--- src/rtl/playbus_seq_ctrl.sv ---
// rtl/playbus_seq_ctrl.sv - PlayBus bus-operation controller: FUNC decode, source enable and sink strobe sequencing
//
// Purpose:
//   Front-panel bus controller between the GO/FUNC/ADD controls and the ROM, RAM,
//   switch buffer and LED latch. Static functions (FUNC 0/1) drive a source
//   combinationally while idle. Dynamic functions (FUNC 2..6) run one transfer:
//   SETUP -> WRITE (WR_CYCLES) -> HOLD (HOLD_CYCLES) -> REL.
//
// Optional feature macro: PLAYBUS_BLOCK_COPY_EN
//   Defined   : FUNC 7 copies ROM->RAM over every address 0..2**AW-1.
//   Undefined : FUNC 7 is an inert static function and GO is ignored for it.
//
// Ports:
//   CK2HZ    in   1   system clock, rising edge
//   n_CLR    in   1   asynchronous active-low reset
//   GO       in   1   start request for dynamic functions, level-sensitive
//   FUNC     in   3   function select
//   ADD      in   AW  front-panel address
//   A_OUT    out  AW  address to ROM/RAM (addr_q while busy, else ADD)
//   n_ROMO   out  1   ROM output enable, active-low
//   n_RAMO   out  1   RAM output enable, active-low
//   n_SWBEN  out  1   switch buffer enable, active-low
//   n_RAMW   out  1   RAM write strobe, active-low
//   LEDLTCH  out  1   LED latch strobe, active-high, registered
//   BUSY     out  1   high in any state other than IDLE
//   DONE     out  1   one-clock pulse on entry to REL
//   St       out  3   current state encoding
module playbus_seq_ctrl #(
    parameter int AW          = 4,
    parameter int WR_CYCLES   = 1,
    parameter int HOLD_CYCLES = 1
) (
    input  logic          CK2HZ,
    input  logic          n_CLR,
    input  logic          GO,
    input  logic [2:0]    FUNC,
    input  logic [AW-1:0] ADD,
    output logic [AW-1:0] A_OUT,
    output logic          n_ROMO,
    output logic          n_RAMO,
    output logic          n_SWBEN,
    output logic          n_RAMW,
    output logic          LEDLTCH,
    output logic          BUSY,
    output logic          DONE,
    output logic [2:0]    St
);

    localparam logic [2:0] S_IDLE  = 3'd0;
    localparam logic [2:0] S_SETUP = 3'd1;
    localparam logic [2:0] S_WRITE = 3'd2;
    localparam logic [2:0] S_HOLD  = 3'd3;
    localparam logic [2:0] S_REL   = 3'd4;

    // Counters compare against the last count rather than the length so a
    // phase of one clock needs no special case.
    localparam logic [2:0] WR_LAST   = 3'(WR_CYCLES - 1);
    localparam logic [2:0] HOLD_LAST = 3'(HOLD_CYCLES - 1);
`ifdef PLAYBUS_BLOCK_COPY_EN
    localparam logic [AW-1:0] ADDR_LAST = '1;
`endif

    logic [2:0]    st_q, st_d;
    logic [2:0]    cnt_q, cnt_d;
    logic [2:0]    fq_q, fq_d;
    logic [AW-1:0] addr_q, addr_d;
    logic          ramw_q, ramw_d;
    logic          led_q, led_d;
    logic          done_q, done_d;
    logic          next_strobe;
    logic          rom_en, ram_en, sw_en;

    function automatic logic is_start(input logic [2:0] f);
`ifdef PLAYBUS_BLOCK_COPY_EN
        return (f >= 3'd2);
`else
        return (f >= 3'd2) && (f <= 3'd6);
`endif
    endfunction

    function automatic logic src_rom(input logic [2:0] f);
        return (f == 3'd2) || (f == 3'd6) || (f == 3'd7);
    endfunction

    function automatic logic src_sw(input logic [2:0] f);
        return (f == 3'd3) || (f == 3'd5);
    endfunction

    function automatic logic sink_ram(input logic [2:0] f);
        return (f == 3'd2) || (f == 3'd3) || (f == 3'd7);
    endfunction

    function automatic logic sink_led(input logic [2:0] f);
        return (f >= 3'd4) && (f <= 3'd6);
    endfunction

    always_ff @(posedge CK2HZ or negedge n_CLR) begin
        if (!n_CLR) begin
            st_q   <= S_IDLE;
            cnt_q  <= '0;
            fq_q   <= '0;
            addr_q <= '0;
            ramw_q <= 1'b0;
            led_q  <= 1'b0;
            done_q <= 1'b0;
        end else begin
            st_q   <= st_d;
            cnt_q  <= cnt_d;
            fq_q   <= fq_d;
            addr_q <= addr_d;
            ramw_q <= ramw_d;
            led_q  <= led_d;
            done_q <= done_d;
        end
    end

    always_comb begin
        st_d   = st_q;
        cnt_d  = cnt_q;
        fq_d   = fq_q;
        addr_d = addr_q;
        case (st_q)
            S_IDLE: begin
                if (GO && is_start(FUNC)) begin
                    st_d  = S_SETUP;
                    fq_d  = FUNC;
                    cnt_d = '0;
`ifdef PLAYBUS_BLOCK_COPY_EN
                    addr_d = (FUNC == 3'd7) ? '0 : ADD;
`else
                    addr_d = ADD;
`endif
                end
            end
            S_SETUP: begin
                st_d  = S_WRITE;
                cnt_d = '0;
            end
            S_WRITE: begin
                if (cnt_q == WR_LAST) begin
                    st_d  = S_HOLD;
                    cnt_d = '0;
                end else begin
                    cnt_d = cnt_q + 3'd1;
                end
            end
            S_HOLD: begin
                if (cnt_q == HOLD_LAST) begin
                    cnt_d = '0;
                    st_d  = S_REL;
`ifdef PLAYBUS_BLOCK_COPY_EN
                    // Block copy stops after the last address, so addr_q never wraps.
                    if (fq_q == 3'd7 && addr_q != ADDR_LAST) begin
                        st_d   = S_SETUP;
                        addr_d = addr_q + AW'(1);
                    end
`endif
                end else begin
                    cnt_d = cnt_q + 3'd1;
                end
            end
            S_REL: begin
                if (!GO) begin
                    st_d = S_IDLE;
                end
            end
            default: begin
                st_d  = S_IDLE;
                cnt_d = '0;
            end
        endcase
    end

    // Strobes are registered from the next state, so they are high for exactly
    // the clocks spent in WRITE and can never overlap (one sink per function).
    always_comb begin
        next_strobe = (st_d == S_WRITE);
        ramw_d      = next_strobe && sink_ram(fq_d);
        led_d       = next_strobe && sink_led(fq_d);
        done_d      = (st_d == S_REL) && (st_q != S_REL);
    end

    always_comb begin
        rom_en = 1'b0;
        ram_en = 1'b0;
        sw_en  = 1'b0;
        // Gating with n_CLR keeps every enable off during reset even while a
        // static FUNC is selected.
        if (n_CLR) begin
            case (st_q)
                S_IDLE: begin
                    rom_en = (FUNC == 3'd0);
                    ram_en = (FUNC == 3'd1);
                end
                S_SETUP, S_WRITE, S_HOLD: begin
                    rom_en = src_rom(fq_q);
                    sw_en  = src_sw(fq_q);
                    ram_en = (fq_q == 3'd4);
                end
                default: begin
                    rom_en = 1'b0;
                end
            endcase
        end
        n_ROMO  = ~rom_en;
        n_RAMO  = ~ram_en;
        n_SWBEN = ~sw_en;
        n_RAMW  = ~ramw_q;
        LEDLTCH = led_q;
        BUSY    = (st_q != S_IDLE);
        DONE    = done_q;
        St      = st_q;
        A_OUT   = (st_q != S_IDLE) ? addr_q : ADD;
    end

endmodule

--- config.mk ---
export PLATFORM = sky130hd
export DESIGN_NAME = playbus_seq_ctrl
export DESIGN_NICKNAME = d
export VERILOG_FILES = /design/src/rtl/playbus_seq_ctrl.sv
export SDC_FILE = /design/constraint.sdc
export NUM_CORES = 1
export LEC_CHECK = 0
export ABC_AREA = 1
export CAP_MARGIN = 0
export CORE_MARGIN = 2
export CORE_UTILIZATION = 47
export CTS_BUF_LIST = sky130_fd_sc_hd__clkbuf_8 sky130_fd_sc_hd__clkbuf_16
export DETAILED_ROUTE_END_ITERATION = 10
export GPL_ROUTABILITY_DRIVEN = 0
export PLACE_DENSITY_LB_ADDON = 0.15
export SKIP_LAST_GASP = 1
export SLEW_MARGIN = 5
export SYNTH_ARGS = -nofsm -noshare
export SYNTH_HDL_FRONTEND = slang
export SYNTH_SLANG_ARGS = --single-unit
--- constraint.sdc ---
create_clock -name CK2HZ -period 1.87 [get_ports CK2HZ]
set_clock_uncertainty 0.05 [all_clocks]
set_input_delay 0.4675 -clock CK2HZ [delete_from_list [all_inputs] [get_ports CK2HZ]]
set_output_delay 0.4675 -clock CK2HZ [all_outputs]
set_load 0.005 [all_outputs]
==> metrics <==
status=finished, violations left; failing checks=negative setup slack; crit path cell chain=inv_2 -> nand2_4 -> nor2_4 -> buf_6 -> nand2_4 -> o22ai_2 -> nand2_1 -> buf_2; synth cell count leaders=nand2_1 (28), inv_1 (21), dfrtp_1 (16); Met3 Wirelength=148 um; # clock sinks=16; Setup crit start kind=flip-flop; Final min period=1940 ps; Rel. slew slack=0.777; Die H=~48 um; top sig layer=met4; Worst-path clk slew=around 60 ps; DRC=0; Placeable Area=0.00190 mm2; root buf cell=clkbuf_8; CTS tree=built; MaxCap Viol Count=0; largest net degree at the start of global routing=13; dpl ws=-440 ps; dpl hpwl=between 1500 and 2000 um; power per standard cell area=1630 mW/mm2; drt wl/cell=13.1 um; Comb pwr share=0.641; Finished Core Util=0.777; most area-hungry cell type in the Yosys netlist=dfrtp_1; top-count cell post-synth=nand2_1; GRT Total Usage=0.252; WL met1=1050 um; crit path max fanout=3; Post-synth ARST share=1.00; R2R depth=11; crit path DAT=roughly 1400 ps; initial antenna violation count=0; Mapped Cells=123; R2R Setup Slk=240 ps; fin nets=185; Post-Syn Nets=135; hold depth=1; Clock Power Share=0.128; total chip power=between 2 and 2.5 mW; CP max stage cell=dfrtp_1; Sw Ratio=0.393; Ys Warns=0; worst hold path class=reg2reg; fin. max-slew vios=0; Initial DRC Count=25; DR WL met2=between 1000 and 1500 um; setup TNS=-210 ps; share of the yosys chip area belonging to registers=0.432; R2R Path End=LEDLTCH; htree depth=1; Setup crit end kind=output port; Switch Pwr=0.943 mW; Int Pwr=1.46 mW; ANT cells=0; initial core utilization=0.487; Port Buffer Count=23; Hold Path Sink=cnt_q[0]; Synth top area share=0.432; Seq pwr share=0.230; actual slew at the worst max-slew pin=roughly 330 ps; share of cells above drive strength 1=0.343; grt ovf=0; setup repair after global routing missed its margin=true; Area Growth Syn to Fin=59.4%; CTS max path bufs=2; Most common cell on crit path=nand2_4; Vias/cell=5.01; first-pass GRT wire length=4490 um; top cells by area, synth=dfrtp_1 (43%), nand2_1 (11%), inv_1 (8.5%), o21ai_0 (8.1%), nand3_1 (7.0%); Mean Syn Cell Area=7.54 um2; Synth cell types=18; Die X=48.4 um; Max Clk Rate=~520 MHz; Die ar.=0.00234 mm2; Hold Crit Start=cnt_q[0]; vias in the first global route=about 1000; Synth Cell Area=927 um2; predominant post-synthesis flop cell=dfrtp_1; routed vias=roughly 1000; drt pass-1 iters=4; CP Class=reg2out; Setup-failing EPs final=6; PnR worst setup slack=-65.7 ps; clk_lat worst skew=approximately 250 ps; final wirelength=2620 um; total CTS buffers=3; ANT nets after route=0; boundary pin count=24; std cell rows=16; number of synthesized flops with an enable pin=0; FF+latch count, synth=16; final hold violation count=0; r2r startpoint=St[0]; fin crit share=1.04; Worst Path Required=1350 ps; VDD IR max=~0.0010 V; leakage power=around 0.76 nW; Max stage delay on crit path=roughly 400 ps
cell type report:
cell class / count / area, um2
multi-input cells: 83 / 479
fillers: 136 / 424
clock buffers: 4 / 55.1
flip-flops and latches: 16 / 402
well taps: 27 / 33.8
inverters: 23 / 88.8
repair buffers: 46 / 419
critical path, delay by kind of cell, from the launching register on:
family | cells | cell delay, ps
AND/OR/NAND/NOR | 4 | 300
AO/OA/AOI/OAI | 1 | 140
buffers and inverters | 3 | 320
flip-flops | 1 | 400
metrics by stage:
stage               area (um2)  hold WS, ps  instances
floorplan                  927          122        123
global placement          1320          440        189
detailed placement        1320          451        189
CTS                       1440          467        199
global route              1480          522        199
finish                    1480          496        199
cells in the final DEF (no fill, tap or decap), types with 2 or more instances in the layout:
cell type	netlist	layout
buf_2	0	7
ha_1	2	2
nand2_2	4	5
clkbuf_8	0	4
buf_4	0	18
buf_12	0	2
buf_6	1	3
inv_1	21	18
dfrtp_1	16	15
nor2_1	9	9
nand4_1	2	2
o21ai_0	15	9
a21oi_1	2	2
o21ai_2	0	3
nor2_4	3	3
nand2_4	0	4
clkdlybuf4s50_1	0	13
inv_2	2	4
nand2_1	28	23
o21ai_1	1	4
dlygate4sd2_1	0	2
nand3_1	13	13
logic make-up after synthesis:
logic type / after synthesis / synth area share
AO/OA/AOI/OAI: 19 / 0.104
AND/OR/NAND/NOR: 61 / 0.323
flip-flops: 16 / 0.432
buffers and inverters: 24 / 0.105
adder cells (fa/ha/maj): 2 / 0.0270
XOR/XNOR: 1 / 0.00945
state kept, by name, indices dropped and copies added, names as in the netlist:
register / cells
addr_q: 4
LEDLTCH: 1
ramw_q: 1
fq_q: 3
cnt_q: 3
St: 3
DONE: 1
routing by layer:
| layer | track usage | vias up |
|---|---|---|
| li1 | - | 495 |
| met1 | 0.291 | 455 |
| met2 | 0.442 | 39 |
| met3 | 0.0556 | 8 |
| met4 | 0.119 | 0 |
| met5 | 0 | - |
timing repair:
item,CTS,global route
setup endpoints to repair,9,8
resized for setup,52,10
cloned,1,0
hold buffers,0,0
pin swaps,4,5
setup buffers,5,0
worst max-delay path by stage:
stage	to	start	cells after the start
finish	n_ROMO	St[0]	8
global route	n_ROMO	St[0]	8
detailed placement	n_RAMO	FUNC[2]	6
floorplan	n_ROMO	St[1]	7
global placement	n_RAMO	FUNC[2]	6
CTS	n_ROMO	St[0]	8
power by group through the flow:
stage | sequential, mW | clock [mW] | combinational [mW]
CTS | 0.552 | 0.313 | 1.43
detailed placement | 0.551 | 0 | 1.27
global route | 0.569 | 0.329 | 1.68
floorplan | 0.562 | 0 | 0.577
global placement | 0.545 | 0 | 1.23
finish | 0.553 | 0.308 | 1.54
Note: power is estimated with default switching activity, not from simulation.
